==> src/rtl/regfile_pkg.sv <==
// regfile_pkg: shared definitions for the multi-port register file.
//   DEF_DATA_W / DEF_ADDR_W / DEF_NUM_RD : default configuration
//   ZERO_REG                             : hard-wired zero register address
//   wport_t                              : write-port bundle (we, addr, data)
//                                          at the default widths
package regfile_pkg;

    localparam int unsigned DEF_DATA_W = 32;
    localparam int unsigned DEF_ADDR_W = 5;
    localparam int unsigned DEF_NUM_RD = 2;
    localparam int unsigned ZERO_REG   = 0;

    typedef struct packed {
        logic                  we;
        logic [DEF_ADDR_W-1:0] addr;
        logic [DEF_DATA_W-1:0] data;
    } wport_t;

endpackage

==> src/rtl/regfile_mp_if.sv <==
// regfile_mp_if: bus between the issue/write-back stages and regfile_mp.
//   raddr    : NUM_RD packed read addresses (port k at [k*ADDR_W +: ADDR_W])
//   rdata    : NUM_RD packed read data      (port k at [k*DATA_W +: DATA_W])
//   rbusy    : scoreboard busy flag per read port
//   we0/waddr0/wdata0 : write-back port 0
//   we1/waddr1/wdata1 : write-back port 1 (wins on same-address conflict)
//   iss_v/iss_addr    : issue of an instruction writing iss_addr
// master: pipeline side, slave: register file side.
interface regfile_mp_if
    import regfile_pkg::*;
#(
    parameter int unsigned DATA_W = DEF_DATA_W,
    parameter int unsigned ADDR_W = DEF_ADDR_W,
    parameter int unsigned NUM_RD = DEF_NUM_RD
);

    logic [NUM_RD*ADDR_W-1:0] raddr;
    logic [NUM_RD*DATA_W-1:0] rdata;
    logic [NUM_RD-1:0]        rbusy;
    logic                     we0;
    logic [ADDR_W-1:0]        waddr0;
    logic [DATA_W-1:0]        wdata0;
    logic                     we1;
    logic [ADDR_W-1:0]        waddr1;
    logic [DATA_W-1:0]        wdata1;
    logic                     iss_v;
    logic [ADDR_W-1:0]        iss_addr;

    modport master (
        output raddr, we0, waddr0, wdata0, we1, waddr1, wdata1, iss_v, iss_addr,
        input  rdata, rbusy
    );

    modport slave (
        input  raddr, we0, waddr0, wdata0, we1, waddr1, wdata1, iss_v, iss_addr,
        output rdata, rbusy
    );

endinterface

==> src/rtl/regfile_scoreboard.sv <==
// regfile_scoreboard: one busy bit per register for RAW hazard detection.
//   clk, rst     : clock, synchronous active-low reset
//   i_set_v      : issue to a nonzero destination (sets busy)
//   i_set_addr   : issued destination
//   i_clr_v      : per write port, a committing write (clears busy)
//   i_clr_addr   : per write port, packed write addresses
//   i_raddr      : packed read addresses
//   o_busy       : busy flag per read port
// Optional: REGFILE_BYPASS_EN forwards same-cycle clears to o_busy unless
// the same register is being re-issued in that cycle.
module regfile_scoreboard
    import regfile_pkg::*;
#(
    parameter int unsigned ADDR_W = DEF_ADDR_W,
    parameter int unsigned NUM_RD = DEF_NUM_RD
) (
    input  logic                     clk,
    input  logic                     rst,
    input  logic                     i_set_v,
    input  logic [ADDR_W-1:0]        i_set_addr,
    input  logic [1:0]               i_clr_v,
    input  logic [2*ADDR_W-1:0]      i_clr_addr,
    input  logic [NUM_RD*ADDR_W-1:0] i_raddr,
    output logic [NUM_RD-1:0]        o_busy
);

    localparam int unsigned DEPTH = 2**ADDR_W;

    logic [DEPTH-1:0]  r_busy;
    logic [DEPTH-1:0]  w_busy_nxt;
    logic [ADDR_W-1:0] w_ra [NUM_RD];

    // Clears first, then set: a new producer issued in the same cycle as the
    // old one's write-back keeps the register busy.
    always_comb begin
        w_busy_nxt = r_busy;
        for (int unsigned p = 0; p < 2; p++) begin
            if (i_clr_v[p]) begin
                w_busy_nxt[i_clr_addr[p*ADDR_W +: ADDR_W]] = 1'b0;
            end
        end
        if (i_set_v) begin
            w_busy_nxt[i_set_addr] = 1'b1;
        end
        w_busy_nxt[ADDR_W'(ZERO_REG)] = 1'b0;
    end

    always_ff @(posedge clk) begin
        if (!rst) begin
            r_busy <= '0;
        end else begin
            r_busy <= w_busy_nxt;
        end
    end

    always_comb begin
        o_busy = '0;
        for (int unsigned k = 0; k < NUM_RD; k++) begin
            w_ra[k]   = i_raddr[k*ADDR_W +: ADDR_W];
            o_busy[k] = r_busy[w_ra[k]];
`ifdef REGFILE_BYPASS_EN
            for (int unsigned p = 0; p < 2; p++) begin
                if (i_clr_v[p] && (i_clr_addr[p*ADDR_W +: ADDR_W] == w_ra[k]) &&
                    !(i_set_v && (i_set_addr == w_ra[k]))) begin
                    o_busy[k] = 1'b0;
                end
            end
`endif
        end
    end

endmodule

==> src/rtl/regfile_mp.sv <==
// regfile_mp: parametrised multi-read, dual-write register file with an
// integrated busy-bit scoreboard. Entry 0 reads as zero and is never busy.
//   clk  : clock, all state updates on the rising edge
//   rst  : synchronous active-low reset (clears data and busy bits)
//   bus  : regfile_mp_if slave (read ports, two write ports, issue port)
// Optional: REGFILE_BYPASS_EN enables same-cycle write-to-read forwarding of
// data and busy clears (write port 1 takes precedence over port 0).
module regfile_mp
    import regfile_pkg::*;
#(
    parameter int unsigned DATA_W = DEF_DATA_W,
    parameter int unsigned ADDR_W = DEF_ADDR_W,
    parameter int unsigned NUM_RD = DEF_NUM_RD
) (
    input logic         clk,
    input logic         rst,
    regfile_mp_if.slave bus
);

    localparam int unsigned DEPTH = 2**ADDR_W;

    // Same layout as wport_t, sized to this instance.
    typedef struct packed {
        logic              we;
        logic [ADDR_W-1:0] addr;
        logic [DATA_W-1:0] data;
    } wport_p_t;

    wport_p_t          w_wp [2];
    logic [1:0]        w_wr;
    logic              w_set;
    logic [DATA_W-1:0] r_mem [DEPTH];
    logic [ADDR_W-1:0] w_raddr [NUM_RD];
    logic [DATA_W-1:0] w_rdata [NUM_RD];

    always_comb begin
        w_wp[0] = '{we: bus.we0, addr: bus.waddr0, data: bus.wdata0};
        w_wp[1] = '{we: bus.we1, addr: bus.waddr1, data: bus.wdata1};
        for (int unsigned p = 0; p < 2; p++) begin
            w_wr[p] = w_wp[p].we && (w_wp[p].addr != ADDR_W'(ZERO_REG));
        end
        w_set = bus.iss_v && (bus.iss_addr != ADDR_W'(ZERO_REG));
    end

    // Port 1 is applied last so it wins a same-address conflict.
    always_ff @(posedge clk) begin
        if (!rst) begin
            for (int unsigned i = 0; i < DEPTH; i++) begin
                r_mem[i] <= '0;
            end
        end else begin
            for (int unsigned p = 0; p < 2; p++) begin
                if (w_wr[p]) begin
                    r_mem[w_wp[p].addr] <= w_wp[p].data;
                end
            end
        end
    end

    always_comb begin
        bus.rdata = '0;
        for (int unsigned k = 0; k < NUM_RD; k++) begin
            w_raddr[k] = bus.raddr[k*ADDR_W +: ADDR_W];
            w_rdata[k] = r_mem[w_raddr[k]];
`ifdef REGFILE_BYPASS_EN
            for (int unsigned p = 0; p < 2; p++) begin
                if (w_wr[p] && (w_wp[p].addr == w_raddr[k])) begin
                    w_rdata[k] = w_wp[p].data;
                end
            end
`endif
            if (w_raddr[k] == ADDR_W'(ZERO_REG)) begin
                w_rdata[k] = '0;
            end
            bus.rdata[k*DATA_W +: DATA_W] = w_rdata[k];
        end
    end

    regfile_scoreboard #(
        .ADDR_W (ADDR_W),
        .NUM_RD (NUM_RD)
    ) u_sb (
        .clk        (clk),
        .rst        (rst),
        .i_set_v    (w_set),
        .i_set_addr (bus.iss_addr),
        .i_clr_v    (w_wr),
        .i_clr_addr ({bus.waddr1, bus.waddr0}),
        .i_raddr    (bus.raddr),
        .o_busy     (bus.rbusy)
    );

endmodule

==> src/flat_wrapper.sv <==
// flat-port wrapper written by rule: the top's interface ports become plain ports
module regfile_mp_flat import regfile_pkg::*;
#(
    parameter int unsigned DATA_W = DEF_DATA_W,
    parameter int unsigned ADDR_W = DEF_ADDR_W,
    parameter int unsigned NUM_RD = DEF_NUM_RD
)
  (clk, rst, bus_raddr, bus_we0, bus_waddr0, bus_wdata0, bus_we1, bus_waddr1, bus_wdata1, bus_iss_v, bus_iss_addr, bus_rdata, bus_rbusy);
  regfile_mp_if #(.DATA_W(DATA_W), .ADDR_W(ADDR_W), .NUM_RD(NUM_RD)) bus_i ();
  input logic clk;
  input logic rst;
  input wire logic [$bits(bus_i.raddr)-1:0] bus_raddr;
  input wire logic [$bits(bus_i.we0)-1:0] bus_we0;
  input wire logic [$bits(bus_i.waddr0)-1:0] bus_waddr0;
  input wire logic [$bits(bus_i.wdata0)-1:0] bus_wdata0;
  input wire logic [$bits(bus_i.we1)-1:0] bus_we1;
  input wire logic [$bits(bus_i.waddr1)-1:0] bus_waddr1;
  input wire logic [$bits(bus_i.wdata1)-1:0] bus_wdata1;
  input wire logic [$bits(bus_i.iss_v)-1:0] bus_iss_v;
  input wire logic [$bits(bus_i.iss_addr)-1:0] bus_iss_addr;
  output wire logic [$bits(bus_i.rdata)-1:0] bus_rdata;
  output wire logic [$bits(bus_i.rbusy)-1:0] bus_rbusy;
  assign bus_i.raddr = bus_raddr;
  assign bus_i.we0 = bus_we0;
  assign bus_i.waddr0 = bus_waddr0;
  assign bus_i.wdata0 = bus_wdata0;
  assign bus_i.we1 = bus_we1;
  assign bus_i.waddr1 = bus_waddr1;
  assign bus_i.wdata1 = bus_wdata1;
  assign bus_i.iss_v = bus_iss_v;
  assign bus_i.iss_addr = bus_iss_addr;
  assign bus_rdata = bus_i.rdata;
  assign bus_rbusy = bus_i.rbusy;
  regfile_mp #(.DATA_W(DATA_W), .ADDR_W(ADDR_W), .NUM_RD(NUM_RD)) u_core (.clk(clk), .rst(rst), .bus(bus_i));
endmodule
==> config.mk <==
export PLATFORM = sky130hd
export DESIGN_NAME = regfile_mp_flat
export DESIGN_NICKNAME = d
export VERILOG_FILES = /design/src/rtl/regfile_pkg.sv /design/src/rtl/regfile_mp_if.sv /design/src/rtl/regfile_scoreboard.sv /design/src/rtl/regfile_mp.sv /design/src/flat_wrapper.sv
export SDC_FILE = /design/constraint.sdc
export NUM_CORES = 2
export LEC_CHECK = 0
export CAP_MARGIN = 20
export CORE_AREA = 3 3 306 368
export DETAILED_ROUTE_END_ITERATION = 8
export DIE_AREA = 0 0 309 371
export GPL_ROUTABILITY_DRIVEN = 0
export PLACE_DENSITY = 0.71
export SLEW_MARGIN = 10
export SYNTH_ARGS = -nofsm -noshare
export SYNTH_HDL_FRONTEND = slang
export SYNTH_SLANG_ARGS = --single-unit
export TNS_END_PERCENT = 100
==> constraint.sdc <==
create_clock -name clk -period 4.6 [get_ports clk]
set_clock_uncertainty 0.2 [all_clocks]
set_input_delay 0.92 -clock clk [delete_from_list [all_inputs] [get_ports clk]]
set_output_delay 0.92 -clock clk [all_outputs]
set_load 0.005 [all_outputs]
# == After elaboration in Yosys (flattened, before gate mapping) ==
# Memories as Yosys holds them, arrays and structs flattened.
# Cells that the tools add are included.
# word_totals
reg_bits,32
mem_bits_rw,1024
inputBits,94
out_inout_bits,66
n_memories,1
# mem_list
name,depth,width,rd,rd_ports_with_merged_regs,wr,line,source
u_core.r_mem,32,32,2,0,32,regfile_mp.sv:32,logic [DATA_W-1:0] r_mem [DEPTH];
# op_classes
order_cmp,8
n_mux,28
n_bitwise,5
reduce_logical,13
# op_table
cell,n
$mux W32,7
$and A32 B32 Y32,2
$not A32 Y32,2
$reduce_or A32 Y1,2
$or A32 B32 Y32,1
$lt A5 B6 Y1 const B,5
$demux W1 S5,3
$ge A5 B1 Y1 const B,3
$reduce_bool A5 Y1,3
$mux W1,14
$bmux W1 S5,2
$logic_not A5 Y1,2
$mux W5,2
$logic_and A1 B1 Y1,6

# == Longest topological paths before layout ==
# depth
ltp_word,11
mapped_depth,8
mapped_depth_nobuf,4

# == Modules after synthesis ==
# Synthesis repeated with hierarchy kept, for this count alone.
# hier_totals
hier_cells,4132
area_unflattened_um2,60601.9
# by_module_without_submodules
mod,instances,cells_each,area_per_inst_um2
regfile_mp,1,3887,58383.5
regfile_scoreboard,1,245,2218.4

# == Least setup slack after synthesis ==
# No wires, ideal clock.
# synth_timing
path_type,input port to flip-flop
start,in bus_waddr1[2]
end,mem u_core.r_mem[4][0] (netlist bit) (enable)
setup_time_ns,0.468
arrival_time_ns,3.991
t_required_ns,3.932
slack_ns,-0.060
cell_stages,4
cell_sequence,clkbuf_1 -> or3b_1 -> clkbuf_1 -> o21ai_0
# synth_rtl
element,line,source
start: declaration,flat_wrapper.sv:17,input wire logic [$bits(bus_i.waddr1)-1:0] bus_waddr1;
end: declaration,regfile_mp.sv:32,

# == Final worst setup path ==
# layout_timing
start,in bus_raddr[3]
end,out bus_rdata[15]
# layout_via
elab_chain_cells,2
elab_cells_between_ends,3
cone_classes,mux: 1; reduce/logical: 1; memory: 1
# layout_lines
element,line,source
start: declaration,flat_wrapper.sv:12,input wire logic [$bits(bus_i.raddr)-1:0] bus_raddr;
$mem_v2 Z32 W32 or $logic_not A5 Y1 (tied branches),--,
$mux W32 *,regfile_mp.sv:72,if (w_raddr[k] == ADDR_W'(ZERO_REG)) begin
end: declaration,flat_wrapper.sv:21,output wire logic [$bits(bus_i.rdata)-1:0] bus_rdata;
# Mark *: on every way between the ends. The rest lies on a longest branch, timed or not.

==> results.cfg <==
[sta]
final.period_utilization = 1.01
setup_violations = 6
period_minus_slack_ps = 4670
fmax_mhz = 214
final.setup.tns_ps = -174
layout_setup_ws_ps = -66.6
hold_violations = 0
slew_violations = 0
slew_headroom = 0.124
worst_pin_slew_ps = 1310

[cells_and_area]
syn_to_final_growth_pct = 17.6
final-instance-count-excl-fill = 5771
layout_common_cells = edfxtp_1, a22o_1, mux4_2
drive_gt1_frac = 0.309
num-nets-final = 4338
final_common_cell = edfxtp_1

[power]
power.leakage_nw = 24.0
p_clk_frac = 0.363
p_sw_frac = 0.267
pwr-share-comb = 0.162
p_sw_w = 0.00644
irDropWorstVdd_uv = 317
p_int_w = 0.0177
power_density_nw_per_um2 = 343
seqPwrFrac = 0.475

[status]
status = finished, violations left
violations = design-rule violations, negative setup slack

[floorplan]
die_w_um = 309
die_y_um = 371
ios = 160
die-area_sq_um = 115000
rows = 133
start_util = 0.546
core_sq_um = 109000

[global_route]
grt_overflow_total = 0
grtUsageMet3 = 0.211
gr-usage-met1 = 0.516
grt_max_degree = 45
grt_antenna_before_repair = 28
grt_usage = 0.446
grt_pass1_vias = 47600
grt_pass1_wl_um = 354000
grtUsageMet2 = 0.640
busiest_layer = met2

[min_path]
hold_class = reg -> reg
worstHoldStart = u_core.u_sb.r_busy[7]

[yosys]
synth_edf_count = 1024
async_reset_ff_frac = 0
synth_cells = 4066
synthFlopType = edfxtp_1
synth_warnings = 0
syn_area_per_cell_sq_um = 14.7
synth-seq-cells = 1055
seq_area_frac_synth = 0.524
synth.distinct_cells = 48
netlist_area_sq_um = 59800

[placement]
dpl_worst_slack_ps = -282
dp_hpwl_um = 156000
post-place-cells = 5546
port_buffers = 159

[cts]
cts_buffers = 106
clk_pin_slew_ps = 60
cts-htree-levels = 3
clk-insertion-delay-late_ps = 720
cts_tree = built
root_buffer = clkbuf_16
clockBufferDepth = 3
post_cts_buffers = 0
cts.sinks = 1055

[setup_path]
critical_path_arrival_ps = 3550
start_kind = primary input
end_kind = output port
cp_max_fo = 26
crit_start = bus_raddr[3]
reg2reg_from = u_core.u_sb.r_busy[2]
crit_type = in -> out
crit_top_cell = buf_4
critical_path.slowest_cell = clkdlybuf4s50_1
required_ps = 3480
cp_cell_sequence = buf_2 -> buf_12 -> nor2b_4 -> buf_4 -> a22oi_1 -> a311oi_1 -> buf_4 -> clkdlybuf4s50_1
critical_path.max_stage_delay_ps = 800

[detailed_routing]
routed_wl_um = 257000
first_pass_iters = 9
vias = 48500
drtIter0Drc = 8538
wl_per_cell_um = 44.6
routed_via_density = 8.41
drc = 4
drt.antenna.violating_nets = 0

[job]
max-cap-violations = 0
## stage by stage
stage / power (W) / util / hold slack, ps / cell area [sq um]
6_report: 0.0242 / 0.643 / 288 / 70400
5_1_grt: 0.0245 / 0.642 / 305 / 70300
4_1_cts: 0.0239 / 0.640 / 286 / 70000
3_5_place_dp: 0.0153 / 0.607 / 276 / 66500
3_3_place_gp: 0.0152 / 0.606 / 267 / 66300
2_1_floorplan: 0.0135 / - / 258 / 59900
## cell families (layout without fill, tap and decap cells)
| family | Yosys count | in the layout | synth area share |
|---|---|---|---|
| AOI/OAI and AO/OA | 1433 | 1433 | 0.198 |
| DFF | 1055 | 1055 | 0.524 |
| muxes | 662 | 662 | 0.210 |
| buffers and inverters | 646 | 882 | 0.0442 |
| and+or+nand+nor | 269 | 269 | 0.0239 |
| other | 1 | 53 | 0.0000627 |
## cell usage after synthesis, drive strengths merged, types with 34 or more instances
library cell  count  area [sq um]
a22oi            64           480
edfxtp         1024         30700
o21ai           122           611
nor2b            71           444
nand2            45           169
nor2             67           251
mux2             66           743
mux4            466         10500
a311oi           64           561
a22o            992          8690
clkbuf          452          1700
inv              34           128
buf             160           822
a211oi           64           480
a221oi           46           403
mux2i           130          1300
## flip-flops by register name, indices dropped and copies added, names as in the netlist
name	cells
u_core.u_sb.r_busy	31
u_core.r_mem	1024
## path summary, 6_finish.rpt
check	endpoint	slack, ps	depth (start not counted)
max	bus_rdata[15]	-70	8
min	u_core.u_sb.r_busy[7]	290	2
max reg2reg	u_core.u_sb.r_busy[2]	3690	2
min reg2reg	u_core.u_sb.r_busy[7]	290	2
## power groups by stage
stage | sequential (W) | combinational, W | clock, W
CTS | 0.0114 | 0.00372 | 0.00872
global route | 0.0115 | 0.00396 | 0.00908
floorplan | 0.0115 | 0.00194 | 0
detailed placement | 0.0116 | 0.00367 | 0
global placement | 0.0116 | 0.00363 | 0
finish | 0.0115 | 0.00392 | 0.00877
## per-layer routing
metal | share of wire | vias up
li1 | - | 17700
met4 | 0.095 | 38
met3 | 0.18 | 1583
met5 | 0.0023 | -
met1 | 0.30 | 23600
met2 | 0.42 | 5565
## repair_timing
item | 4_1_cts | 5_1_grt
endpoints found under the setup margin | 18 | 30
resized for setup | 26 | 32
pin swaps | 0 | 1
hold endpoints to repair | 0 | 0
hold buffers | 0 | 0
## critical path, delay by kind of cell
| kind | cells | cell delay, ps |
|---|---|---|
| compound gates | 2 | 520 |
| simple gates | 1 | 230 |
| buf+inv | 5 | 1840 |
## layout make-up
| class | count | area (sq um) |
|---|---|---|
| tap | 1417 | 1770 |
| inverter | 34 | 130 |
| timing repair buffer | 651 | 6800 |
| fill | 7785 | 39100 |
| multi-input combinational | 2396 | 26800 |
| antenna | 21 | 52.6 |
| sequential | 1055 | 31400 |
| clock buffer | 136 | 2860 |
| clock inverter | 61 | 553 |
Note: power is estimated with default switching activity, not from simulation.
